==> src/rtl/packet_dispatcher_rr.sv <==
// Round-robin 1-to-N packet dispatcher: routes each whole in_last-delimited packet
// to one output channel through a single registered flit stage.
module packet_dispatcher_rr #(
  parameter int NUM_PORT   = 4,
  parameter int DATA_WIDTH = 64
) (
  input  logic                  clk,
  input  logic                  rst_n,
  input  logic                  dispatch_enable,
  input  logic [NUM_PORT-1:0]   single_mask,
  input  logic [NUM_PORT-1:0]   port_avail,
  input  logic                  in_valid,
  input  logic [DATA_WIDTH-1:0] in_data,
  input  logic                  in_last,
  output logic                  in_ready,
  output logic [NUM_PORT-1:0]   out_valid,
  output logic [DATA_WIDTH-1:0] out_data,
  output logic                  out_last,
  input  logic [NUM_PORT-1:0]   out_ready,
  output logic                  busy,
  output logic [NUM_PORT-1:0]   cur_port
);

  typedef enum logic [0:0] {
    IDLE_ST = 1'b0,
    LOCK_ST = 1'b1
  } state_t;

  localparam logic [NUM_PORT-1:0] ONE_HOT0 = {{(NUM_PORT-1){1'b0}}, 1'b1};

  function automatic logic [NUM_PORT-1:0] lowest_bit(input logic [NUM_PORT-1:0] v);
    return v & (~v + ONE_HOT0);
  endfunction

  // First requester at or above base, wrapping: subtract base in a doubled vector
  function automatic logic [NUM_PORT-1:0] rr_pick(input logic [NUM_PORT-1:0] req,
                                                  input logic [NUM_PORT-1:0] base);
    logic [2*NUM_PORT-1:0] dbl;
    logic [2*NUM_PORT-1:0] hit;
    dbl = {req, req};
    hit = dbl & ~(dbl - {{NUM_PORT{1'b0}}, base});
    return hit[NUM_PORT-1:0] | hit[2*NUM_PORT-1:NUM_PORT];
  endfunction

  function automatic logic [NUM_PORT-1:0] rotl1(input logic [NUM_PORT-1:0] v);
    return {v[NUM_PORT-2:0], v[NUM_PORT-1]};
  endfunction

  state_t                  state_r;
  state_t                  state_s;
  logic [NUM_PORT-1:0]     base_r;
  logic [NUM_PORT-1:0]     out_valid_r;
  logic [DATA_WIDTH-1:0]   out_data_r;
  logic                    out_last_r;
  logic [NUM_PORT-1:0]     cur_port_r;

  logic                    drain_s;
  logic                    reg_free_s;
  logic [NUM_PORT-1:0]     eligible_s;
  logic [NUM_PORT-1:0]     grant_s;
  logic [NUM_PORT-1:0]     target_s;
  logic                    in_ready_s;
  logic                    accept_s;

  assign drain_s    = |(out_valid_r & out_ready);
  assign reg_free_s = ~(|out_valid_r) | drain_s;
  assign grant_s    = rr_pick(eligible_s, base_r);
  assign accept_s   = in_valid & in_ready_s;

  // Eligibility, handshake readiness and flit target for the current state
  always_comb begin
    eligible_s = {NUM_PORT{1'b0}};
    in_ready_s = 1'b0;
    target_s   = cur_port_r;
    if (dispatch_enable) begin
      eligible_s = port_avail;
    end else begin
      eligible_s = lowest_bit(single_mask) & port_avail;
    end
    if (state_r == IDLE_ST) begin
      in_ready_s = reg_free_s & (|eligible_s);
      target_s   = grant_s;
    end else begin
      in_ready_s = reg_free_s;
      target_s   = cur_port_r;
    end
  end

  // Packet lock tracking: head without last locks, last flit unlocks
  always_comb begin
    state_s = state_r;
    case (state_r)
      IDLE_ST: begin
        if (accept_s && !in_last) begin
          state_s = LOCK_ST;
        end else begin
          state_s = IDLE_ST;
        end
      end
      LOCK_ST: begin
        if (accept_s && in_last) begin
          state_s = IDLE_ST;
        end else begin
          state_s = LOCK_ST;
        end
      end
      default: state_s = IDLE_ST;
    endcase
  end

  // Output flit register, packet target and round-robin base
  always_ff @(posedge clk or negedge rst_n) begin
    if (!rst_n) begin
      state_r     <= IDLE_ST;
      base_r      <= ONE_HOT0;
      out_valid_r <= {NUM_PORT{1'b0}};
      out_data_r  <= {DATA_WIDTH{1'b0}};
      out_last_r  <= 1'b0;
      cur_port_r  <= {NUM_PORT{1'b0}};
    end else begin
      state_r <= state_s;
      if (accept_s) begin
        out_valid_r <= target_s;
        out_data_r  <= in_data;
        out_last_r  <= in_last;
        if (state_r == IDLE_ST) begin
          cur_port_r <= grant_s;
        end
        if (in_last) begin
          base_r <= rotl1(target_s);
        end
      end else if (drain_s) begin
        out_valid_r <= {NUM_PORT{1'b0}};
      end
    end
  end

  assign in_ready  = in_ready_s;
  assign out_valid = out_valid_r;
  assign out_data  = out_data_r;
  assign out_last  = out_last_r;
  assign busy      = (state_r == LOCK_ST);
  assign cur_port  = cur_port_r;

endmodule

==> config.mk <==
export PLATFORM = sky130hd
export DESIGN_NAME = packet_dispatcher_rr
export DESIGN_NICKNAME = d
export VERILOG_FILES = /design/src/rtl/packet_dispatcher_rr.sv
export SDC_FILE = /design/constraint.sdc
export NUM_CORES = 1
export LEC_CHECK = 0
export ABC_AREA = 1
export CAP_MARGIN = 20
export CORE_ASPECT_RATIO = 1.2
export CORE_UTILIZATION = 45
export CTS_CLUSTER_DIAMETER = 150
export DETAILED_ROUTE_END_ITERATION = 10
export PLACE_DENSITY = 0.94
export SLEW_MARGIN = 20
export SYNTH_ARGS = -nofsm -noshare
export SYNTH_HDL_FRONTEND = slang
export SYNTH_SLANG_ARGS = --single-unit
==> constraint.sdc <==
create_clock -name clk -period 2.5 [get_ports clk]
set_input_delay 0.625 -clock clk [delete_from_list [all_inputs] [get_ports clk]]
set_output_delay 0.625 -clock clk [all_outputs]
set_load 0.005 [all_outputs]
==> summary.txt <==
Worst setup path
  – Endpoint of the most critical setup path: in_ready
  – End of the worst register-to-register path: base_r[1]$_DFFE_PN0P_
  – Critical path startpoint: single_mask[2]
  – Critical path buffers and inverters: 5
  – CP cell instances: clkdlybuf4s50_1 > inv_1 > nand3_1 > a21boi_2 > inv_2 > nand4_2 > nand2_2 > inv_2 > clkbuf_2
  – Cell seen most often among critical-path stages: sky130_fd_sc_hd__inv_2
  – Startpoint of the most critical register-to-register path: out_valid[0]$_DFFE_PN0P_
  – CP Class: primary input to primary output
  – Nature of the critical path startpoint: primary input
  – Maximum fanout along the worst path: 2
  – Highest-delay cell along the critical path: sky130_fd_sc_hd__clkdlybuf4s50_1
  – Setup slack, reg-to-reg: about 740 ps
  – Nature of the critical path endpoint: primary output
  – Arrival time at the worst endpoint: 1750 ps
  – Cells on worst reg2reg path: 11
  – Stages on worst setup path: 9
  – CP delay by family, top: buffers and inverters
  – Largest incremental delay on the critical path: 420 ps
  – Data required time at the worst endpoint: 1880 ps

Final layout
  – Final #Nets: 668
  – Fraction of final layout cells with drive strength greater than 1: 9.524%
  – Final antenna diode count: 0
  – Layout Area Growth over Synthesis: 56.02%

Drt
  – Remaining DRCs: 0
  – Final routed wire length divided by cell count: 13.33 um
  – Antenna viol nets, final: 0
  – Wire length reported by the detailed router: 9039 um
  – Iteration-0 DRC Markers: 184
  – DR pass1 iterations: 6
  – Via count of the routed design: 3282
  – Vias per Instance: 4.841

Synthesis
  – Number of warning messages in the yosys log: 0
  – Fraction of synthesis flops using an asynchronous set or reset pin: 100.0%
  – Post-synth top cells: 254 x sky130_fd_sc_hd__nand2_1, 77 x sky130_fd_sc_hd__dfrtp_1, 17 x sky130_fd_sc_hd__inv_1, 13 x sky130_fd_sc_hd__nand3_1, 7 x sky130_fd_sc_hd__nor2_1
  – Biggest area consumer among synthesized cells: sky130_fd_sc_hd__dfrtp_1
  – Commonest register cell after synthesis: sky130_fd_sc_hd__dfrtp_1
  – Top area cells in the synthesized netlist: sky130_fd_sc_hd__dfrtp_1 56%, sky130_fd_sc_hd__nand2_1 28%, sky130_fd_sc_hd__nand3_1 1.9%, sky130_fd_sc_hd__inv_1 1.9%, sky130_fd_sc_hd__buf_8 1.7%
  – Proportion of synthesized chip area in sequential cells: 56.74%
  – Proportion of netlist area held by the largest area contributor: 55.98%
  – Number of synthesized flops with an enable pin: 0
  – Number of flip-flops and latches in the synthesized netlist: 78
  – Cells after Synth: 413
  – Unique cell type count in the Yosys netlist: 27
  – Mapped Area: about 3400 um^2
  – Net count of the mapped netlist: 498
  – Dominant cell by count in the synthesized netlist: sky130_fd_sc_hd__nand2_1
  – Average cell area after synthesis: 8.334 um^2

Timing
  – Relative slew slack: 35.94%
  – Achievable frequency: between 0.4 and 0.5 GHz
  – Final period utilization: 94.82%
  – Measured slew at the worst slew-check pin: 960.9 ps
  – Final Setup Violations: 0
  – Hold Slack: between 400 and 500 ps
  – Sum of negative setup slack: 0 ps
  – Shortest period the worst path allows: 2370 ps
  – Post-route worst setup slack: 129.6 ps
  – Hold Vio Cnt, Final: 0
  – Slew Viols, Final: 0
  – Skew final: roughly 15 ps
  – RSZ-0062 raised after global routing: false

Placement
  – Post-Place Worst Slack: -424.4 ps
  – Count of input and output buffers: 155
  – HPWL after detailed placement: 6682 um
  – Routability congestion estimate from global placement: 0.8720

Clocking
  – Clock-pin slew of the registers on the worst-case setup and hold paths: around 90 ps
  – Level count of the clock H-tree: 3
  – Number of sinks driven by the clock tree: between 70 and 80
  – CTS root buffer: sky130_fd_sc_hd__clkbuf_8
  – Inserted Clock Buffers: 9
  – Clock tree buffer depth: 2
  – Source-to-sink clock delay at the later pin of the worst-skew pair: 340 ps
  – CTS tree: built
  – Hold bufs inserted after CTS: 0

Floorplan
  – Core ar.: 7317 um^2
  – Row cnt: 34
  – Initial core utilization: 47.04%
  – Die extent in x: 81.84 um
  – Area of the die: about 8000 um^2
  – I/O Pins: about 160
  – Die Y-Extent: 97.81 um

Power and ir drop
  – Pwr Density: around 1100 nW/um^2
  – Leakage component of the power: 2.751 nW
  – Worst vdd rail ir drop: 642.8 uV

Worst hold path
  – Worst min-delay path category: primary input to async pin

Global route
  – Maximum number of pins on one net before global-route repair: 79
  – Global-route wire length before repair: 15150 um
  – Total track usage: 24.80%
  – Number of global-route vias before repair: between 3000 and 4000
  – Initial antenna violation count: 0
  – Global route total overflow: 0

Run
  – Number of max-cap violations: 0

Status
  – Status: finished clean
flip-flops by register name, indices dropped and copies added, names as in the netlist, named ones only:
signal / count
base_r: 4
cur_port: 4
out_data: 64
out_last: 1
out_valid: 4
layout make-up:
| type | count | area [um^2] |
|---|---|---|
| Multi-Input combinational cell | 298 | 1269 |
| Clock inverter | 5 | 66.31 |
| Timing Repair Buffer | 175 | 1739 |
| Tap cell | 90 | 112.6 |
| Sequential cell | 78 | 1953 |
| Clock buffer | 11 | 151.4 |
| Inverter | 21 | 78.83 |
| Fill cell | 529 | 1947 |
timing repair:
| action | 4_1_cts | 5_1_grt |
|---|---|---|
| buffers inserted | 2 | 0 |
| endpoints found under the setup margin | 1 | 3 |
| pin swaps | 4 | 4 |
| gates resized for setup | 7 | 2 |
placed cells by master (no fill, tap or decap), drive strengths merged, types with 3 or more instances in the layout:
master,n
a21oi,3
clkbuf,12
nand2,259
nand4,3
dlygate4sd2,4
buf,21
inv,22
ha,3
nand3,13
nor2,9
dfrtp,77
clkdlybuf4s50,149
worst min-delay path by stage:
stage / to / cells past startpoint / start / slack (ps)
final: out_data[59]$_DFFE_PN0P_ / 1 / rst_n / 420
after global routing: out_data[57]$_DFFE_PN0P_ / 1 / rst_n / 480
after detailed placement: out_data[29]$_DFFE_PN0P_ / 2 / out_data[29]$_DFFE_PN0P_ / 460
after floorplan: async pin / 0 / rst_n / 330
after CTS: out_data[57]$_DFFE_PN0P_ / 1 / rst_n / 460
after global placement: out_data[47]$_DFFE_PN0P_ / 2 / out_data[47]$_DFFE_PN0P_ / 450
per-layer routing:
layer  share of wire [%]  global-route usage [%]  vias up  routed length [um]
met5                   0                       0        -                   0
met4                 2.8                   10.53        0                 254
met3                 6.4                   6.636       22                 577
met2                  52                   42.28      130                4744
met1                  38                   28.72     1540                3462
li1                    -                       -     1590                   -
cell families after synthesis:
kind of cell	share of synthesized area [%]
compound gates	1.890
flops	56.74
buf+inv	6.470
simple gates	32.97
xor+xnor	0.2545
fa+ha+maj	1.672
power breakdown:
group	switching (mW)	internal (mW)	leakage, nW	total [mW]
Combinational	1.14	1.50	1.67	2.65
Sequential	0.360	1.83	0.969	2.19
Clock	0.464	0.526	0.108	0.991
Total	1.97	3.86	2.75	5.83
through the flow:
stage / util [%] / instance area, um^2 / power (mW) / instances
2_1_floorplan: - / 3442 / 3.274 / 413
3_3_place_gp: 70.31 / 5145 / 4.761 / 660
3_5_place_dp: 70.31 / 5145 / 4.868 / 660
4_1_cts: 73.44 / 5374 / 5.887 / 678
5_1_grt: 73.39 / 5370 / 6.274 / 678
6_report: 73.39 / 5370 / 5.833 / 678
No activity file was read; power rests on OpenSTA's default activity.
